`config.mk`:
```
export PLATFORM = sky130hd
export DESIGN_NAME = ins_rom_loader
export DESIGN_NICKNAME = d
export VERILOG_FILES = /design/src/rtl/ins_rom_loader_pkg.sv /design/src/rtl/ins_rom_loader.sv
export SDC_FILE = /design/constraint.sdc
export NUM_CORES = 1
export LEC_CHECK = 0
export ABC_AREA = 1
export CAP_MARGIN = 20
export CORE_AREA = 3 3 95 142
export CTS_CLUSTER_SIZE = 28
export DETAILED_ROUTE_END_ITERATION = 8
export DIE_AREA = 0 0 98 145
export HOLD_SLACK_MARGIN = 0.08
export PLACE_DENSITY = 0.65
export SLEW_MARGIN = 20
export SYNTH_ARGS = -nofsm -noshare
export SYNTH_HDL_FRONTEND = slang
export SYNTH_SLANG_ARGS = --single-unit
```
`constraint.sdc`:
```
create_clock -name clk -period 7.53 [get_ports clk]
set_input_delay 0.753 -clock clk [delete_from_list [all_inputs] [get_ports clk]]
set_output_delay 0.753 -clock clk [all_outputs]
set_load 0.005 [all_outputs]
```
`src/rtl/ins_rom_loader_pkg.sv`:
```
// ins_rom_loader_pkg: shared widths, state encoding and byte-lane helper for the instruction memory loader
package ins_rom_loader_pkg;
    localparam int DEF_ADDR_W = 11;
    localparam int DEF_CNT_W = 10;
    localparam int BYTES_PER_WORD = 4;
    localparam logic [1:0] LAST_BEAT = 2'(BYTES_PER_WORD - 1);
    typedef enum logic [1:0] {IDLE, WAIT, WRITE, DONE} state_t;
    function automatic logic [7:0] byte_of(input logic [31:0] w, input logic [1:0] b);
        return w[8*b +: 8];
    endfunction
endpackage

```
`src/rtl/ins_rom_loader.sv`:
```
// ins_rom_loader: streams 32-bit words into the byte-wide instruction memory, little-endian, holding the core meanwhile
module ins_rom_loader
    import ins_rom_loader_pkg::*;
#(
    parameter int ADDR_W = DEF_ADDR_W,
    parameter int CNT_W = DEF_CNT_W
) (
    input  logic              clk,
    input  logic              rst,
    input  logic              start,
    input  logic [ADDR_W-1:0] base_addr,
    input  logic [CNT_W-1:0]  word_count,
    input  logic              s_valid,
    input  logic [31:0]       s_data,
    output logic              s_ready,
    output logic              mem_we,
    output logic [ADDR_W-1:0] mem_addr,
    output logic [7:0]        mem_wdata,
    output logic              busy,
    output logic              core_hold,
    output logic              done,
    output logic              err_ovf,
    output logic [CNT_W-1:0]  words_written
);
    state_t            state;
    logic [31:0]       word;
    logic [1:0]        beat;
    logic [ADDR_W-1:0] ptr;
    logic [CNT_W-1:0]  remaining;

    assign core_hold = busy;

    // Loader FSM: every output is registered; ptr always points at the next byte to be written
    always_ff @(posedge clk or posedge rst) begin
        if (rst) begin
            state <= IDLE;
            word <= '0;
            beat <= '0;
            ptr <= '0;
            remaining <= '0;
            s_ready <= 1'b0;
            mem_we <= 1'b0;
            mem_addr <= '0;
            mem_wdata <= '0;
            busy <= 1'b0;
            done <= 1'b0;
            err_ovf <= 1'b0;
            words_written <= '0;
        end else begin
            case (state)
                IDLE: begin
                    done <= 1'b0;
                    busy <= start;
                    if (start) begin
                        ptr <= {base_addr[ADDR_W-1:2], 2'b00};
                        remaining <= word_count;
                        err_ovf <= 1'b0;
                        words_written <= '0;
                        s_ready <= (word_count != '0);
                        state <= (word_count == '0) ? DONE : WAIT;
                    end
                end
                WAIT: begin
                    if (s_valid) begin
                        word <= s_data;
                        beat <= '0;
                        s_ready <= 1'b0;
                        mem_we <= 1'b1;
                        mem_addr <= ptr;
                        mem_wdata <= s_data[7:0];
                        ptr <= ptr + ADDR_W'(1);
                        state <= WRITE;
                    end
                end
                WRITE: begin
                    if (beat == LAST_BEAT) begin
                        mem_we <= 1'b0;
                        words_written <= words_written + CNT_W'(1);
                        remaining <= remaining - CNT_W'(1);
                        // ptr has already advanced past the last byte, so zero here means the memory end was crossed
                        if (remaining == CNT_W'(1)) begin
                            state <= DONE;
                        end else if (ptr == '0) begin
                            err_ovf <= 1'b1;
                            state <= DONE;
                        end else begin
                            s_ready <= 1'b1;
                            state <= WAIT;
                        end
                    end else begin
                        beat <= beat + 2'd1;
                        mem_addr <= ptr;
                        mem_wdata <= byte_of(word, beat + 2'd1);
                        ptr <= ptr + ADDR_W'(1);
                    end
                end
                DONE: begin
                    done <= 1'b1;
                    state <= IDLE;
                end
                default: state <= IDLE;
            endcase
        end
    end
endmodule
```
==> results.md, run 1 <==
- FF-to-FF End: mem_wdata[6]$_DFFE_PP0P_
- Maximum fanout along the worst path: 31
- CP cell instances: inv_1 -> ha_1 -> nand3_2 -> inv_1 -> nor2_1 -> a21oi_1
- Unrepaired setup endpoints after global routing: no
- Critical path capture point: mem_wdata[6]$_DFFE_PP0P_
- CP Depth: 6
- Mean Syn Cell Area: 8.08 sq um
- Hold WC Path Type: reg -> reg
- CP Buf/Inv Count: 2
- Die width: ~100 um
- Fin crit share: 0.380
- Setup CP Type: reg -> reg
- Critical path capture point type: register
- Finished Layout Cells: 841
- Multi-input gate area in the final layout: between 2000 and 2500 sq um
- Routability cong.: 0.861
- Total wire length: 12.2 mm
- Fillers: between 1000 and 1500
- Setup TNS: 0 ns
- Die span in y: 145 um
- TritonCTS clock tree: built
- Critical path's largest stage delay: approximately 0.77 ns
- N_diodes: 0
- Clk network pwr share: 0.173
- Syn nets: 672
- Max Fclk: 349 MHz
- Clock skew: around 0.0094 ns
- Total congestion overflow: 0
- Worst slew pin tran: 0.866 ns
- Die area: about 14000 sq um
- CP max-delay cell: ha_1
- Slew margin rel.: 0.420
- Placed Cells: 824
- Setup Viol. Count Final: 0
- CP top delay family: adder cells
- Post-CTS Resized: 0
- Via count: 4295
- Vias per Instance: 5.11
- Hold depth: 2
- DP Wirelength: 8.61 mm
- Initial DRC Count: 210
- Row count: 50
- Placeable core area: 12400 sq um
- Port Buffers: slightly below 90
- LEAKAGE: 0.00279 uW
- Yosys top cell by area: dfrtp_1
- Setup bufs post-CTS: 0
- Num ports: slightly above 90
- Commonest non-fill, non-tap cells in the layout: nand2_1 (117), dfrtp_1 (91), clkdlybuf4s50_1 (89)
- Reg clk slew, reported paths: 0.07 ns
- Hold_buf cts: 0
- Synth top area share: 0.467
- Hold slack: 0.481 ns
- Yosys warns: 0
- # clock sinks: 91
- Final hold violation count: 0
- Skew-Pair Late Insertion Delay: 0.34 ns
- CTS H-tree lvls: 3
- Nets: 749
- Syn Std Cell Area: 4870 sq um
- Status: completed
- Root buf cell: clkbuf_16
- Gr usage total: 0.173
- Max-slew violations: 0
- Flops & latches, synth: between 90 and 100
- Vias in the first global route: 4300
- Final min period: approximately 2.9 ns
- Most used cell, CP: inv_1
- Cells on worst reg2reg path: 6
- Fin area: just over 6000 sq um
- Routed wire length per instance: around 15 um
- Logic gate share of total power: 0.482
- Worst VDD drop: approximately 0.16 mV
- CTS Buffer Depth: 2
- Initial Utilization: 0.392
- Synth top area cells: dfrtp_1 (47%), nand2_1 (9.0%), nor2_1 (5.6%)
- P_int: 1430 uW
- Initial antenna violation count: 0
- Final ANT Viol Nets: 0
- Largest net degree at the start of global routing: 79
- CP required: 7.79 ns
- Sequential cell area: 2280 sq um
- Share of cells above drive strength 1: 0.0891
- Synth Instances: 603
- CTS Buf Count: 9
- Launching point of the worst reg2reg path: state[0]$_DFFE_PP0P_
- Final Core Density: 0.493
- DRC Markers: 0
- Most common cell after layout, fill and taps aside: nand2_1
- First drt pass iteration count: 5
- CP startpoint: state[0]$_DFFE_PP0P_
- Worst R2R Setup Slack: 4.67 ns
- Sequential power share: 0.345
- Placed cell area: 5820 sq um
- First-pass GRT wire length: 20.3 mm
- Seq/Total Area, Yosys: 0.467
- Crit path launch type: register
- Power per standard cell area: 407 nW/um^2
- Unique masters post-synth: 34
- Area Growth Syn to Fin: 25.9%
- Worst EP arrival: between 3 and 4 ns
- Switching pwr: approximately 1100 uW
- Switching Share: 0.427
- Max Cap Violations: 0
[cell type report]
type	instances	area share
Sequential cell	91	0.371
Multi-Input combinational cell	415	0.354
Timing Repair Buffer	92	0.152
Inverter	71	0.0440
Clock buffer	9	0.0367
Tap cell	156	0.0318
Clock inverter	7	0.00999
[power by group through the flow]
stage / logic [uW] / clock network [uW] / registers [uW]
after floorplan: 900 / 0 / 824
after global placement: 1170 / 0 / 860
after detailed placement: 1210 / 0 / 867
after CTS: 1210 / 445 / 860
after global routing: 1360 / 465 / 891
final: 1200 / 432 / 862
[flip-flops by register name (all words and copies together), names as in the netlist]
register,flops
done,1
ptr,11
mem_we,1
beat,2
mem_addr,11
remaining,10
word,32
err_ovf,1
mem_wdata,8
state,2
busy,1
words_written,10
s_ready,1
[cells in the mapped netlist]
cell type / number
o21bai_1: 2
clkbuf_1: 6
nor3_1: 6
o21a_1: 1
nand2_1: 117
dfrtp_1: 91
nand3_1: 39
a22oi_1: 2
buf_6: 4
o21ai_0: 49
o211ai_2: 1
nand3_2: 1
buf_4: 2
nor2_1: 73
o31ai_1: 1
nor3_2: 2
nor2_2: 1
inv_2: 4
nand2_4: 1
o22ai_1: 4
o211ai_1: 2
o21ai_2: 1
o22ai_2: 2
ha_1: 12
o21ai_1: 11
a21oi_1: 51
inv_1: 66
nor2_4: 3
nand2_2: 2
buf_2: 14
xor2_1: 1
nand4_1: 8
inv_4: 1
mux2_2: 22
[worst register-to-register path, delay by kind of cell (launching register included)]
kind / cells / cell delay [ns]
buffers and inverters: 2 / 0.69
adders and majority gates: 1 / 0.77
DFF: 1 / 0.40
and+or+nand+nor: 2 / 0.76
AOI/OAI and AO/OA: 1 / 0.15
[through the flow]
stage | power (uW) | worst slack, ns
2_1_floorplan | 1720 | 4.41
3_3_place_gp | 2030 | 4.68
3_5_place_dp | 2080 | 4.60
4_1_cts | 2520 | 4.58
5_1_grt | 2720 | 4.36
6_report | 2500 | 4.67
[kinds of logic (layout without fill, tap and decap cells)]
kind of cell	Yosys count	in the layout	synth area share
adders and majority gates	12	12	0.0308
xor gates and xnor gates	1	1	0.00180
muxes	22	22	0.0508
AOI/OAI and AO/OA	127	127	0.141
buffers and inverters	97	179	0.0865
and+or+nand+nor	253	253	0.222
DFF	91	91	0.467
[worst min path at each step]
stage / endpoint / from / slack, ns
floorplan: remaining[6]$_DFFE_PP0P_ / remaining[6]$_DFFE_PP0P_ / 0.44
global placement: remaining[6]$_DFFE_PP0P_ / remaining[6]$_DFFE_PP0P_ / 0.47
global route: done$_DFFE_PP0P_ / done$_DFFE_PP0P_ / 0.51
detailed placement: mem_addr[5]$_DFFE_PP0P_ / mem_addr[5]$_DFFE_PP0P_ / 0.47
finish: done$_DFFE_PP0P_ / done$_DFFE_PP0P_ / 0.48
CTS: done$_DFFE_PP0P_ / done$_DFFE_PP0P_ / 0.49
[routing by layer]
metal | GRT usage | routed length, um | vias to the layer above
met5 | 0 | 0 | -
met4 | 0.0707 | 234 | 0
met3 | 0.0303 | 520 | 16
met2 | 0.309 | 6480 | 120
met1 | 0.201 | 4990 | 2045
li1 | - | - | 2114
Power figures use the tool's default switching activity.
==> run 2, diff against run 1 <==
Clock period 7.53 ns to 2.7 ns, I/O delays scaled along.
==> run 2 against run 1 <==
Final cell count is 0.71% higher. Combinational power grew to 2.8 times the previous value. Cell area is 0.49% higher. Clock power grew to 2.9 times the previous value. Maximum frequency is 40% higher. Critical path depth is 1 higher.
==> results.md, run 2 (synthesis gave the netlist of run 1 again) <==
- Reg clk slew, reported paths: 0.07 ns (about the same)
- Switching Share: 0.423 (-0.00404)
- Commonest non-fill, non-tap cells in the layout: nand2_1 (117), dfrtp_1 (91), clkdlybuf4s50_1 (89)
- Logic gate share of total power: 0.485 (+0.003)
- Post-CTS Resized: 0 (unchanged)
- Crit path launch type: register
- Vias in the first global route: 4153 (-3.4%)
- Die area: 14200 sq um (unchanged)
- Routed wire length per instance: 14.0 um (-3.5%)
- Hold_buf cts: 0 (unchanged)
- Max Fclk: 490 MHz (+40%)
- Max Cap Violations: 0 (unchanged)
- Root buf cell: clkbuf_16
- Max-slew violations: 0 (unchanged)
- CTS Buffer Depth: 2 (unchanged)
- Gr usage total: 0.170 (-0.00284)
- Most common cell after layout, fill and taps aside: nand2_1
- CTS Buf Count: 9 (unchanged)
- Placeable core area: 12400 sq um (unchanged)
- Initial DRC Count: 224 (+6.7%)
- Setup bufs post-CTS: 0 (unchanged)
- Setup TNS: 0 ns (unchanged)
- Share of cells above drive strength 1: 0.0970 (+0.00791)
- TritonCTS clock tree: built
- Total wire length: 11.9 mm (-2.8%)
- Most used cell, CP: inv_1
- CP Buf/Inv Count: 2 (unchanged)
- Total congestion overflow: 0 (unchanged)
- Die width: 98 um (unchanged)
- Clock skew: 0.00649 ns (-0.00294 ns)
- CP startpoint: state[0]$_DFFE_PP0P_
- Routability cong.: 0.863 (+0.33%)
- Largest net degree at the start of global routing: 62 (-22%)
- CP required: 2.96 ns (-4.83 ns)
- Initial antenna violation count: 0 (unchanged)
- Area Growth Syn to Fin: 26.5%
- CP top delay family: buffers and inverters
- Largest Register: word
- P_int: 4050 uW (+180%)
- Power per standard cell area: 1140 nW/um^2 (+180%)
- Skew-Pair Late Insertion Delay: 0.35 ns (about the same)
- Switching pwr: 2970 uW (+180%)
- CTS H-tree lvls: 3 (unchanged)
- Number of flip-flops in the largest register: 32 (unchanged)
- Multi-input gate area in the final layout: 2180 sq um (unchanged)
- Slew margin rel.: 0.457 (+0.0367)
- LEAKAGE: 0.00282 uW (+0.90%)
- Port Buffers: 89 (unchanged)
- Fin crit share: 0.755 (+0.375)
- Critical path's largest stage delay: 0.45 ns (-0.32 ns)
- Num ports: 92 (unchanged)
- Setup Viol. Count Final: 0 (unchanged)
- Row count: 50 (unchanged)
- Placed cell area: 5880 sq um (+0.90%)
- Fin area: 6170 sq um (+0.49%)
- Worst VDD drop: 0.521 mV (+230%)
- Initial Utilization: 0.392 (unchanged)
- Maximum fanout along the worst path: 16 (-48%)
- CP max-delay cell: inv_1
- Clk network pwr share: 0.177 (+0.004)
- DP Wirelength: 8.59 mm (-0.31%)
- Sequential power share: 0.338 (-0.007)
- Launching point of the worst reg2reg path: state[0]$_DFFE_PP0P_
- First-pass GRT wire length: 19.8 mm (-2.2%)
- Sequential cell area: 2280 sq um (unchanged)
- Largest regs: word: 32 flops, mem_addr: 11 flops, ptr: 11 flops
- Vias per Instance: 5.07 (-0.71%)
- Nets: 755 (+0.80%)
- Worst EP arrival: 2.30 ns (-0.82 ns)
- N_diodes: 0 (unchanged)
- DRC Markers: 0 (unchanged)
- Hold slack: 0.330 ns (-0.151 ns)
- Final min period: 2.04 ns (-0.822 ns)
- Unrepaired setup endpoints after global routing: no
- Final hold violation count: 0 (unchanged)
- First drt pass iteration count: 5 (unchanged)
- Fillers: 1173 (-0.42%)
- Hold WC Path Type: in -> async
- Worst slew pin tran: 0.812 ns (-0.0549 ns)
- Via count: 4295 (unchanged)
- Status: completed
- # clock sinks: 91 (unchanged)
- CP cell instances: inv_1 -> ha_1 -> nand2_1 -> nand3_2 -> inv_1 -> nand3_1 -> o21ai_0
- Die span in y: 145 um (unchanged)
- Critical path capture point type: register
- Final ANT Viol Nets: 0 (unchanged)
- Setup CP Type: reg -> reg
run 2: power groups by stage:
stage	Clock, uW	Combinational [uW]	Sequential [uW]
CTS	1280	3450	2370
detailed placement	0	3440	2390
floorplan	0	2510	2300
finish	1240	3400	2380
global route	1340	3850	2450
global placement	0	3350	2370
run 2: stage by stage:
step / total power [uW] / std cells / worst slack [ns] / util
2_1_floorplan: 4810 / 603 / 0.0664 / -
3_3_place_gp: 5730 / 831 / 0.710 / 0.472
3_5_place_dp: 5830 / 831 / 0.652 / 0.472
4_1_cts: 7100 / 847 / 0.623 / 0.495
5_1_grt: 7640 / 847 / 0.448 / 0.495
6_report: 7020 / 847 / 0.661 / 0.495
run 2: path summary, 6_finish.rpt:
path,end,slack (ns),cells past startpoint
min in group clk,beat[1]$_DFFE_PP0P_,0.49,2
max in group asynchronous,words_written[4]$_DFFE_PP0P_,1.70,3
worst min register to register,beat[1]$_DFFE_PP0P_,0.49,2
worst max register to register,beat[0]$_DFFE_PP0P_,0.66,7
worst min-delay path,ptr[10]$_DFFE_PP0P_,0.33,3
worst max-delay path,beat[0]$_DFFE_PP0P_,0.66,7
run 2: worst reg2reg max path: cells and delay by family, from the launching register on:
family	cells	cell delay, ns
AOI/OAI and AO/OA	1	0.10
adders and majority gates	1	0.32
buffers and inverters	2	0.57
DFF	1	0.41
and+or+nand+nor	3	0.56
run 2: area by class of cell:
type / count / share of cell area
sequential: 91 / 0.369
inverter: 71 / 0.0438
multi-input combinational: 415 / 0.353
clock buffer: 9 / 0.0365
clock inverter: 7 / 0.0108
timing repair buffer: 98 / 0.155
tap: 156 / 0.0316
run 2: per-layer routing:
| metal | part of all wire | global-route usage |
|---|---|---|
| met1 | 0.41 | 0.202 |
| met2 | 0.53 | 0.296 |
| met3 | 0.043 | 0.0390 |
| met4 | 0.018 | 0.0617 |
| met5 | 0 | 0 |
